## config.mk

```make
export PLATFORM = sky130hd
export DESIGN_NAME = see_cone_monitor
export DESIGN_NICKNAME = d
export VERILOG_FILES = /design/src/rtl/see_cone_monitor.sv
export SDC_FILE = /design/constraint.sdc
export NUM_CORES = 1
export LEC_CHECK = 0
export ABC_AREA = 1
export BUFFER_PORTS_ARGS = -buffer_cell sky130_fd_sc_hd__buf_2
export CAP_MARGIN = 40
export CORE_MARGIN = 4
export CORE_UTILIZATION = 50
export DETAILED_ROUTE_END_ITERATION = 16
export GPL_ROUTABILITY_DRIVEN = 0
export PLACE_DENSITY = 0.84
export SYNTH_ARGS = -nofsm -noshare
export SYNTH_HDL_FRONTEND = slang
export SYNTH_SLANG_ARGS = --single-unit
```

## constraint.sdc

```tcl
create_clock -name clk -period 5.3 [get_ports clk]
set_clock_uncertainty 0.2 [all_clocks]
set_input_delay 1.06 -clock clk [delete_from_list [all_inputs] [get_ports clk]]
set_output_delay 1.06 -clock clk [all_outputs]
set_load 0.03 [all_outputs]
```

## src/rtl/see_cone_monitor.sv

```systemverilog
// Drives an exhaustive stimulus sweep into a golden and a fault-injected cone,
// compares their outputs once per vector and records the mismatch statistics.
module see_cone_monitor #(
  parameter int VEC_W  = 9,
  parameter int SETTLE = 2,
  parameter int ERR_W  = 16
) (
  input  logic             clk,
  input  logic             rst_n,
  input  logic             start,
  input  logic             abort,
  input  logic             golden_i,
  input  logic             faulty_i,
  output logic [VEC_W-1:0] vec_o,
  output logic             busy,
  output logic             done,
  output logic [ERR_W-1:0] err_cnt,
  output logic             first_err_vld,
  output logic [VEC_W-1:0] first_err_vec
);

  typedef enum logic [1:0] {
    IDLE   = 2'd0,
    SETTLE_ST = 2'd1,
    SAMPLE = 2'd2,
    DONE   = 2'd3
  } state_t;

  localparam logic [3:0] SETTLE_LD = 4'(SETTLE - 1);

  state_t           state_q, state_d;
  logic [VEC_W-1:0] vec_q, vec_d;
  logic [3:0]       cnt_q, cnt_d;
  logic [ERR_W-1:0] err_q, err_d;
  logic             fvld_q, fvld_d;
  logic [VEC_W-1:0] fvec_q, fvec_d;

  always_ff @(posedge clk or negedge rst_n) begin
    if (!rst_n) begin
      state_q <= IDLE;
      vec_q   <= '0;
      cnt_q   <= '0;
      err_q   <= '0;
      fvld_q  <= 1'b0;
      fvec_q  <= '0;
    end else begin
      state_q <= state_d;
      vec_q   <= vec_d;
      cnt_q   <= cnt_d;
      err_q   <= err_d;
      fvld_q  <= fvld_d;
      fvec_q  <= fvec_d;
    end
  end

  always_comb begin
    state_d = state_q;
    vec_d   = vec_q;
    cnt_d   = cnt_q;
    err_d   = err_q;
    fvld_d  = fvld_q;
    fvec_d  = fvec_q;
    unique case (state_q)
      IDLE: begin
        if (start) begin
          vec_d   = '0;
          err_d   = '0;
          fvld_d  = 1'b0;
          fvec_d  = '0;
          cnt_d   = SETTLE_LD;
          state_d = SETTLE_ST;
        end
      end
      SETTLE_ST: begin
        if (abort) begin
          state_d = IDLE;
        end else if (cnt_q == 4'd0) begin
          state_d = SAMPLE;
        end else begin
          cnt_d = cnt_q - 4'd1;
        end
      end
      SAMPLE: begin
        // abort wins: this cycle's comparison is dropped and results hold
        if (abort) begin
          state_d = IDLE;
        end else begin
          if (golden_i != faulty_i) begin
            if (err_q != '1) err_d = err_q + ERR_W'(1);
            if (!fvld_q) begin
              fvld_d = 1'b1;
              fvec_d = vec_q;
            end
          end
          if (vec_q == '1) begin
            state_d = DONE;
          end else begin
            vec_d   = vec_q + VEC_W'(1);
            cnt_d   = SETTLE_LD;
            state_d = SETTLE_ST;
          end
        end
      end
      DONE: state_d = IDLE;
      default: state_d = IDLE;
    endcase
  end

  assign vec_o         = vec_q;
  assign busy          = (state_q == SETTLE_ST) || (state_q == SAMPLE);
  assign done          = (state_q == DONE);
  assign err_cnt       = err_q;
  assign first_err_vld = fvld_q;
  assign first_err_vec = fvec_q;

endmodule

```

After elaboration in Yosys (flattened, before gate mapping)
Index checks and enable logic that the tools add are counted.
- register bits after elaboration: 41
- latch bits: 0
- RAM bits: 0
- memory bits (read-only): 0
- bits of input ports: 6
- output and inout port bits: 37
- logic and storage cells: 64
- memories kept: 0
- $add $sub $neg: 3
- multiply operators: 0
- div/mod/pow operators: 0
- $lt $le $gt $ge: 0
- equal/unequal tests: 15
- shift operators: 0
- muxes and demuxes: 29
- bitwise operators: 0
- reductions and logical operators: 11
- operators by type and width (kind ; count):
    two-way mux 16 bit ; 4
    two-way mux 9 bit ; 6
    case mux 9 bit (2 select lines) ; 2
    case mux 16 bit (2 select lines) ; 1
    two-way mux 4 bit ; 5
    adder 16 x 1 -> 16 bit (second input constant) ; 1
    != test 16 bit (second input constant) ; 1
    != test 2 bit (second input constant) ; 8
    case mux 4 bit (3 select lines) ; 1
    two-way mux 2 bit ; 5
    AND reduction 5 bit ; 2
    adder 9 x 1 -> 9 bit (second input constant) ; 1
    equality test 9 bit (second input constant) ; 1
    case mux 2 bit (4 select lines) ; 1
    AND reduction 4 bit ; 2
    AND reduction 6 bit ; 1
    equality test 2 bit (second input constant) ; 2
    logical NOT 4 bit ; 1
    subtractor 4 x 1 -> 4 bit (second input constant) ; 1
    two-way mux 1 bit ; 3
    != test 3 bit (second input constant) ; 1
    nonzero test 3 bit ; 1
    equality test 2 x 1 -> 1 bit (second input constant) ; 1
    logical NOT 2 bit ; 1
    5 further kinds ; 5

Depth between registers and ports, before layout
Gate-level depths: netlist of run 1.
- word-level depth: 5
- depth in mapped cells: 13
- gate-level depth less buffers: 13

Worst setup path after synthesis of run 1
Ideal clock, no wire load.
- path type: reg-to-reg
- from: reg vec_q[0], in the netlist vec_o[0]
- to: reg vec_q[7], in the netlist vec_o[7]
- library setup time: 0.127 ns
- arrival: 1.872 ns
- data required time: 4.973 ns
- path slack: 3.101 ns
- stages on the path, launching flop included: 13
- buffers on the path: 1
- clock period less this slack: 2.199 ns
- cells stage by stage: dfrtp_1 ha_1 nand3_1 nor2_1 nand2_1 nor3_1 ha_1 nand2_1 nand2_1 buf_2 inv_1 nand4_1 o21ai_0
- cells in the longest elaborated chain, start to end: 4
- elaborated cells on any way between the ends: 7
- classes of those cells: add/sub: 1; eq/ne: 2; mux: 3; reduce/logical: 1
- ends and longest elaborated chain (what ; RTL line ; text):
    start, declared ; 32 ; logic [VEC_W-1:0] vec_q, vec_d;
    start signal, assigned ; 48 ; vec_q <= vec_d;
    adder 9 x 1 -> 9 bit ; 98 ; vec_d = vec_q + VEC_W'(1);
    two-way mux 9 bit ; 95 ; if (vec_q == '1) begin
    two-way mux 9 bit ; 85 ; if (abort) begin
    case mux 9 bit (2 select lines) ; 63 ; unique case (state_q)
Several ways; a longest one is shown, not always the timed one. The select of a mux whose other input is x is not followed.
A chain may end at the register's enable or synchronous reset.

Worst setup path after layout of run 1
- from: reg state_q[0]
- to: reg err_q[0], in the netlist err_cnt[0]
- cells in the longest elaborated chain, start to end: 3
- elaborated cells on any way between the ends: 9
- classes of those cells: eq/ne: 5; mux: 1; reduce/logical: 3
- ends and longest elaborated chain (what ; RTL line ; text):
    start, declared ; 31 ; state_t state_q, state_d;
    start signal, assigned ; 47 ; state_q <= state_d;
    equality test 2 bit or logical NOT 2 bit (tied branches) ; 63 ;
    != test 2 bit (no source line) or nonzero test 2 bit (tied branches) ; - ;
    AND reduction 5 bit (no source line) ; - ;
    end signal, assigned ; 50 ; err_q <= err_d;
    end, declared ; 34 ; logic [ERR_W-1:0] err_q, err_d;
Several ways; a longest one is shown, not always the timed one.

==> results of run 1 <==
-- per-stage QoR --
step	hold slack (ns)	cells	utilization (%)	instance area (um2)
global route	0.348	433	61.8	2780
detailed placement	0.293	425	59.2	2670
finish	0.310	433	61.8	2780
CTS	0.314	433	61.8	2780
global placement	0.268	423	58.5	2640
floorplan	0.253	336	-	2410
-- path summary, 6_finish.rpt --
check / cells after the start / slack [ns] / startpoint / end
max in group asynchronous: 2 / 3.98 / rst_n / first_err_vld
worst max-delay path: 11 / 2.77 / state_q[0] / err_cnt[0]
worst max register to register: 11 / 2.77 / state_q[0] / err_cnt[0]
min in group asynchronous: 1 / 0.46 / rst_n / cnt_q[0]
worst min register to register: 2 / 0.31 / cnt_q[1] / cnt_q[1]
worst min-delay path: 2 / 0.31 / cnt_q[1] / cnt_q[1]
-- layer usage --
layer / routed length, um / global-route usage (%)
met1: 2370 / 24.6
met2: 2680 / 33.6
met3: 288 / 3.82
met4: 73 / 5.34
met5: 0 / 0
-- state kept, by name (all words and copies together), names as in the netlist --
| register | flops |
|---|---|
| state_q | 2 |
| err_cnt | 16 |
| vec_o | 9 |
| cnt_q | 4 |
| first_err_vld | 1 |
| first_err_vec | 9 |
-- cell type report --
type | count | share of cell area, %
Multi-Input combinational cell | 253 | 43.2
Sequential cell | 41 | 36.9
Timing Repair Buffer | 44 | 8.68
Inverter | 35 | 4.72
Clock buffer | 5 | 2.47
Tap cell | 52 | 2.34
Clock inverter | 3 | 1.66
-- cells in the final DEF (no fill, tap or decap) --
cell,instances
nor2_2,6
o21ai_0,29
nor2_1,35
nor3_1,2
or2_2,4
bufinv_16,1
dfrtp_1,41
clkinv_1,1
buf_2,42
a21oi_1,1
clkinv_4,1
nand2_1,109
nand2_2,3
clkbuf_8,5
nand3b_1,2
o21bai_1,2
o21ai_1,7
inv_1,34
xor2_1,1
buf_12,1
buf_6,1
nand3_1,33
ha_1,9
clkinvlp_4,1
nand4_1,8
nand2_4,1
o21a_1,1
-- kinds of logic after synthesis --
group           Yosys count
simple gates            203
buf+inv                  42
flops                    41
compound gates           40
fa+ha+maj                 9
xor+xnor                  1
-- tightest hold or removal path: cells and delay by family, from the launching register on --
kind,cells,cell delay [ns]
AO/OA/AOI/OAI,1,0.06
flip-flops,1,0.36
AND/OR/NAND/NOR,1,0.05
-- power groups by stage --
stage	Clock (mW)	Combinational, mW	Sequential (mW)
floorplan	0	0.343	0.400
global placement	0	0.418	0.379
detailed placement	0	0.441	0.381
CTS	0.261	0.444	0.375
global route	0.272	0.501	0.381
finish	0.257	0.438	0.375
==> results.json, run 1 <==
{
  "fin_nets": 395,
  "synth_warnings": 0,
  "avgSynthCellArea_um2": 7.16,
  "cp-start-kind": "flip-flop",
  "powerDensity_nw_per_um2": 385,
  "path_max_fanout": 21,
  "cts_resized": 0,
  "regArea_um2": 1030,
  "postCtsHoldBufs": 0,
  "syn_to_final_growth_pct": 15.6,
  "synthAdderAreaFrac_pct": 4.68,
  "preCtsSetupSlack_ns": 2.73,
  "via_count": 2315,
  "num_rows": 24,
  "muxShareOfSynthArea_pct": 0,
  "totalWireLength_um": 5410,
  "rsz0062_at_grt": "false",
  "synth_area_leaders": "dfrtp_1, nand2_1, nand3_1",
  "synth_top_family_by_area": "simple AND/OR/NAND/NOR gates",
  "h-tree-depth": 2,
  "pwr-share-clk_pct": 24.0,
  "syn_area_um2": 2410,
  "finalHoldViolCount": 0,
  "tightest_slew_ns": 0.594,
  "clk_pin_slew_ns": 0.08,
  "crit_type": "reg -> reg",
  "async_flop_share_pct": 100,
  "antenna_found_initial": 0,
  "ys_seq_elements": 41,
  "synthesis.instances": 336,
  "yosysMostFrequentCell": "nand2_1",
  "clock_sinks": 41,
  "synth_seq_area_share_pct": 42.6,
  "drtPass1Iterations": 4,
  "setup_violations": 0,
  "synth_top_area_share_pct": 42.6,
  "crit_required_ns": 5.33,
  "detail_route.wl_per_cell_um": 12.5,
  "grt_pass1_wl_um": 9670,
  "status": "finished clean",
  "via_per_inst": 5.35,
  "dieArea_um2": 5990,
  "synth_top_cell_by_area": "dfrtp_1",
  "timing.critical_path.slowest_stage_cell": "ha_1",
  "cellLeakagePower_nw": 1.45,
  "p_comb_share_pct": 41.0,
  "fin_crit_ns": 2.53,
  "portBuffers": 42,
  "cts_setup_buffers": 0,
  "slew_violations": 0,
  "seqPwrFrac_pct": 35.0,
  "clk_latency_ns": 0.30,
  "cpPeakStageDelay_ns": 0.55,
  "grt_pass1_vias": 2206,
  "multi_input_area_um2": 1200,
  "cp.arrival_ns": 2.56,
  "layout-drive-gt1-share_pct": 17.3,
  "peakVddDrop_uv": 269,
  "core_area_um2": 4500,
  "drc": 0,
  "die_w_um": 77.4,
  "start_util_pct": 53.4,
  "synthDistinctLibCells": 24,
  "critical_path_buf_inv_count": 3,
  "path_common_cell": "nand2_1",
  "path_cells": "inv_1, ha_1, buf_6, nand2_1, nand2_1, nor2_2, nand2_2, inv_1, nand2_4, nand2_1, o21ai_1",
  "p_switching_mw": 0.471,
  "setup_ws_ns": 2.77,
  "antenna_cells": 0,
  "fin_crit_sh_pct": 47.7,
  "grt.total_usage_pct": 19.4,
  "fp.dieH_um": 77.4,
  "grt_max_degree": 28,
  "cts_root_buf": "clkbuf_8",
  "ant_nets": 0,
  "p_sw_share_pct": 44.0,
  "p_int_mw": 0.599,
  "cts_tree": "yes",
  "critPathTopFamily": "simple AND/OR/NAND/NOR gates",
  "syn-num-nets": 351,
  "min_path_type": "reg -> reg",
  "synth_edf_count": 0,
  "synth-main-ff-cell": "dfrtp_1",
  "overflow": 0,
  "n_fill_cell": 403,
  "synth_common_cells": "nand2_1, dfrtp_1, nor2_1",
  "synth-xor-area-share_pct": 0.364,
  "endpoint_kind": "flip-flop",
  "cts_buffers": 5,
  "synth-simple-area-share_pct": 36.3,
  "cts_buffer_depth": 2,
  "synth_compound_area_share_pct": 8.63,
  "maxCapViolCount": 0,
  "io_pins": 43,
  "first_iter_violations": 171,
  "slew-limit-headroom_pct": 60.4,
  "tns_ns": 0,
  "hpwlAfterDp_um": 4070,
  "power.total_mw": 1.07,
  "fmax_mhz": 396
}
Power figures use the tool's default switching activity.
==> inputs of run 2 (changes only) <==
PLACE_DENSITY = 0.87   (was 0.84)
clock period = 2 ns   (was 5.3 ns; I/O delays follow)
==> run 2 against run 1 <==
Against the previous run:
- setup slack got worse by 2.7 ns
- count of clock-buffer cells in the layout unchanged
- core utilization increased by 6.2 points
- combinational power increased to 3.6 times the previous value
- cell area increased by 10%
- register-to-register slack got worse by 2.7 ns
- worst hold slack got worse by 0.013 ns
- die area unchanged
- routed wire length increased by 10%
- non-clock buffer count increased by 25
==> results.json, run 2 (same netlist as run 1, synthesis figures left out) <==
{
  "p_int_mw": 1.81,
  "most-common-layout-cells": "nand2_1, buf_2, dfrtp_1",
  "fmax_mhz": 511,
  "cp.arrival_ns": 1.98,
  "p_comb_share_pct": 48.8,
  "peakVddDrop_uv": 437,
  "n_fill_cell": 373,
  "overflow": 0,
  "finalHoldViolCount": 0,
  "clk_latency_ns": 0.30,
  "endpoint_kind": "flip-flop",
  "p_sw_share_pct": 44.0,
  "clock_sinks": 41,
  "pwr-share-clk_pct": 21.0,
  "hpwlAfterDp_um": 4310,
  "cts_tree": "yes",
  "final_common_cell": "nand2_1",
  "maxCapViolCount": 0,
  "rsz0062_at_grt": "true",
  "grt_pass1_wl_um": 9640,
  "placed_cell_area_um2": 2810,
  "dieArea_um2": 5990,
  "tns_ns": 0,
  "fin_crit_ns": 1.96,
  "num_rows": 24,
  "crit_type": "reg -> reg",
  "grt_pass1_vias": 2157,
  "first_iter_violations": 156,
  "cellLeakagePower_nw": 1.59,
  "syn_to_final_growth_pct": 27.1,
  "cpPeakStageDelay_ns": 0.43,
  "path_max_fanout": 5,
  "grt.total_usage_pct": 19.7,
  "ant_nets": 0,
  "totalWireLength_um": 5970,
  "critPathLaunch": "vec_o[0]",
  "start_util_pct": 53.4,
  "h-tree-depth": 2,
  "drtPass1Iterations": 4,
  "regArea_um2": 1030,
  "via_count": 2431,
  "antenna_found_initial": 0,
  "p_switching_mw": 1.42,
  "status": "finished clean",
  "fin_nets": 421,
  "critical_path_buf_inv_count": 2,
  "path_cells": "ha_4, nand3_2, nor2_2, nand2_1, nor3_2, ha_2, nand2_4, inv_2, nor3_2, nand2_2, inv_2, nand2_1, o21ai_1",
  "clk_pin_slew_ns": 0.08,
  "min-delay-start": "first_err_vec[1]",
  "slew-limit-headroom_pct": 71.7,
  "crit_required_ns": 2.03,
  "cts_root_buf": "clkbuf_8",
  "largest_register_ffs": 16,
  "drc": 0,
  "io_pins": 43,
  "cts_buffers": 5,
  "critPathTopFamily": "simple AND/OR/NAND/NOR gates",
  "layout-drive-gt1-share_pct": 27.5,
  "detail_route.wl_per_cell_um": 13.0,
  "design_area_um2": 3060,
  "min_path_type": "reg -> reg",
  "seqPwrFrac_pct": 30.2,
  "r2r_start": "vec_o[0]",
  "setup_violations": 0,
  "setup_ws_ns": 0.0421,
  "cp-start-kind": "flip-flop",
  "fin_crit_sh_pct": 97.9,
  "slew_violations": 0,
  "multi_input_area_um2": 1300,
  "via_per_inst": 5.30,
  "cts_buffer_depth": 2,
  "fp.dieH_um": 77.4,
  "portBuffers": 42,
  "antenna_cells": 0,
  "timing.critical_path.slowest_stage_cell": "dfrtp_2",
  "die_w_um": 77.4,
  "tightest_slew_ns": 0.425,
  "preCtsSetupSlack_ns": -0.0260,
  "hold_slack_ns": 0.297,
  "powerDensity_nw_per_um2": 1060,
  "grt_max_degree": 22,
  "core_area_um2": 4500
}
## run 2: layer usage
layer | global-route usage [%] | routed length, um
met1 | 25.3 | 2590
met2 | 33.2 | 3000
met3 | 4.28 | 339
met4 | 6.23 | 46
met5 | 0 | 0
## run 2: power groups by stage
| stage | logic (mW) | registers [mW] | clock network [mW] |
|---|---|---|---|
| 2_1_floorplan | 0.935 | 1.07 | 0 |
| 3_3_place_gp | 1.26 | 0.990 | 0 |
| 3_5_place_dp | 1.31 | 0.996 | 0 |
| 4_1_cts | 1.32 | 0.979 | 0.695 |
| 5_1_grt | 1.74 | 0.989 | 0.739 |
| 6_report | 1.58 | 0.978 | 0.679 |
## run 2: repair_timing
item | CTS | global route
endpoints found under the hold margin | 17 | 0
gates cloned | 0 | 1
endpoints found under the setup margin | 3 | 37
setup buffers | 0 | 6
hold buffers | 1 | 0
pin swaps | 0 | 10
gates resized for setup | 1 | 30
## run 2: final cells by class
class | count | share of cell area [%]
Inverter | 35 | 4.29
Clock inverter | 3 | 1.51
Clock buffer | 5 | 2.25
Sequential cell | 41 | 33.6
Multi-Input combinational cell | 254 | 42.5
Timing Repair Buffer | 69 | 13.7
Tap cell | 52 | 2.13
## run 2: worst reg2reg max path, delay by kind of cell (launching register included)
| family | cells | cell delay [ns] |
|---|---|---|
| AO/OA/AOI/OAI | 1 | 0.07 |
| adder cells (fa/ha/maj) | 2 | 0.37 |
| buffers and inverters | 2 | 0.13 |
| flip-flops | 1 | 0.43 |
| AND/OR/NAND/NOR | 8 | 0.68 |
## run 2: through the flow
step | cells | power [mW] | utilization, %
6_report | 459 | 3.23 | 67.9
5_1_grt | 459 | 3.47 | 67.9
4_1_cts | 452 | 3.00 | 65.2
3_5_place_dp | 443 | 2.31 | 62.3
3_3_place_gp | 443 | 2.25 | 62.3
2_1_floorplan | 336 | 2.00 | -
## run 2: path summary, 6_finish.rpt
kind,slack (ns),endpoint,cells after the start
setup / recovery,0.04,cnt_q[0],13
hold / removal,0.30,first_err_vec[1],2
setup reg to reg,0.04,cnt_q[0],13
hold reg to reg,0.30,first_err_vec[1],2
max in group asynchronous,0.69,err_cnt[11],3
min in group asynchronous,0.36,first_err_vld,2
==> inputs of run 3 (changes only) <==
SETUP_SLACK_MARGIN = 0.15   (was default)
==> run 3 against run 2 <==
Against the previous run:
- the run now ends with setup timing left
- maximum frequency is 2.1% lower
- largest cell class unchanged
- critical path depth unchanged
- die area unchanged
- combinational power increased by 34%
==> results.json, run 3 (same netlist as run 1, synthesis figures left out) <==
{
  "num_rows": 24,
  "r2r_start": "vec_o[1]",
  "placed_cell_area_um2": 2810,
  "cellLeakagePower_nw": 1.61,
  "min_path_cells": 2,
  "status": "finished with violations",
  "fin_crit_ns": 2.00,
  "slew_violations": 0,
  "path_max_fanout": 5,
  "setup_violations": 1,
  "crit_required_ns": 1.99,
  "largest_register_ffs": 16,
  "via_per_inst": 5.56,
  "cts_buffers": 5,
  "cts_root_buf": "clkbuf_8",
  "seqPwrFrac_pct": 27.1,
  "p_int_mw": 2.01,
  "failed_checks": "setup timing",
  "grt_pass1_wl_um": 10600,
  "grt.total_usage_pct": 21.5,
  "preCtsSetupSlack_ns": -0.0000179,
  "setup_ws_ns": -0.000897,
  "tns_ns": -0.000897,
  "min_path_type": "reg -> reg",
  "ant_nets": 0,
  "clk_latency_ns": 0.30,
  "hpwlAfterDp_um": 4250,
  "first_iter_violations": 180,
  "maxCapViolCount": 0,
  "rr_endpoint": "cnt_q[0]",
  "fmax_mhz": 500,
  "drtPass1Iterations": 5,
  "via_count": 2576,
  "dieArea_um2": 5990,
  "n_fill_cell": 331,
  "cp-start-kind": "flip-flop",
  "antenna_cells": 0,
  "die_w_um": 77.4,
  "fp.dieH_um": 77.4,
  "clock_sinks": 41,
  "path_cells": "ha_4, nand3_2, nor2_1, nand2_1, nor3_2, ha_2, nand2_4, inv_4, nor3_4, nand2_2, inv_2, nand2_2, o21ai_2",
  "regArea_um2": 1030,
  "tightest_slew_ns": 0.528,
  "min_to": "first_err_vec[8]",
  "final-instance-count-excl-fill": 463,
  "grt_max_degree": 42,
  "critical_path_buf_inv_count": 2,
  "antenna_found_initial": 0,
  "detail_route.wl_per_cell_um": 14.9,
  "peakVddDrop_uv": 1000,
  "final_common_cell": "nand2_1",
  "reg2reg_slack_ns": -0.0009,
  "p_sw_share_pct": 45.6,
  "p_comb_share_pct": 57.1,
  "cpPeakStageDelay_ns": 0.39,
  "syn_to_final_growth_pct": 33.4,
  "core_area_um2": 4500,
  "h-tree-depth": 2,
  "clk_pin_slew_ns": 0.08,
  "most-common-layout-cells": "nand2_1, buf_2, dfrtp_1",
  "critPathTopFamily": "simple AND/OR/NAND/NOR gates",
  "min-delay-start": "first_err_vec[8]",
  "final_util_pct": 71.3,
  "cts_tree": "yes",
  "reg2reg_depth": 13,
  "fin_nets": 425,
  "portBuffers": 42,
  "rsz0062_at_grt": "true",
  "path_common_cell": "nand2_2",
  "drc": 0,
  "cts_buffer_depth": 2,
  "placed_cells": 439,
  "grt_pass1_vias": 2384,
  "finalHoldViolCount": 0,
  "timing.critical_path.slowest_stage_cell": "dfrtp_2",
  "powerDensity_nw_per_um2": 1150,
  "slew-limit-headroom_pct": 64.8,
  "overflow": 0,
  "fin_crit_sh_pct": 100,
  "start_util_pct": 53.4,
  "endpoint_kind": "flip-flop",
  "totalWireLength_um": 6890,
  "io_pins": 43,
  "multi_input_area_um2": 1420,
  "layout-drive-gt1-share_pct": 31.6,
  "design_area_um2": 3210,
  "crit_type": "reg -> reg",
  "pwr-share-clk_pct": 15.7,
  "p_switching_mw": 1.69,
  "cp.arrival_ns": 1.99
}
[run 3: worst max path at each step]
stage | from | end | slack [ns] | cells past startpoint
floorplan | vec_o[0] | vec_o[7] | 0.04 | 12
global placement | vec_o[1] | vec_o[7] | 0.07 | 12
finish | vec_o[1] | cnt_q[0] | -0.0009 | 13
global route | vec_o[1] | cnt_q[0] | -0.08 | 13
CTS | vec_o[0] | cnt_q[0] | 0.07 | 13
detailed placement | vec_o[1] | vec_o[7] | -0.00002 | 12
[run 3: power by group through the flow]
stage | Combinational (mW) | Sequential [mW] | Clock [mW]
after floorplan | 0.978 | 1.07 | 0
after global placement | 1.29 | 1.00 | 0
after detailed placement | 1.33 | 1.01 | 0
after CTS | 1.56 | 0.999 | 0.583
after global routing | 2.26 | 1.01 | 0.616
final | 2.11 | 1.00 | 0.582
[run 3: routing by layer]
layer,up-vias,GRT usage [%],routed length (um)
met2,112,37.8,3580
met3,16,3.59,416
met5,-,0,0
met1,1212,26.2,2760
li1,1236,-,-
met4,0,8.90,142
[run 3: timing repair]
action / in CTS / in global routing
gates cloned: 1 / 4
hold buffers: 1 / 0
endpoints found under the hold margin: 41 / 0
endpoints found under the setup margin: 38 / 40
pin swaps: 9 / 17
resized for setup: 24 / 41
setup buffers: 1 / 9
[run 3: worst reg2reg max path: stages, from the launching register on]
cell	delay, ns
dfrtp_2	0.39
ha_4	0.15
nand3_2	0.07
nor2_1	0.11
nand2_1	0.09
nor3_2	0.18
ha_2	0.23
nand2_4	0.08
inv_4	0.07
nor3_4	0.04
nand2_2	0.10
inv_2	0.07
nand2_2	0.07
o21ai_2	0.05
[run 3: area by class of cell]
cell class / instances / share of cell area [%]
repair buffers: 70 / 14.2
clock buffers: 7 / 2.69
flip-flops and latches: 41 / 32.1
inverters: 35 / 4.48
well taps: 52 / 2.03
multi-input cells: 257 / 44.2
clock inverters: 1 / 0.234
[run 3: metrics by stage]
step                total power [mW]  hold slack (ns)
finish                          3.69            0.299
global route                    3.88            0.331
CTS                             3.14            0.309
detailed placement              2.33            0.289
global placement                2.29            0.269
floorplan                       2.05          -0.0956
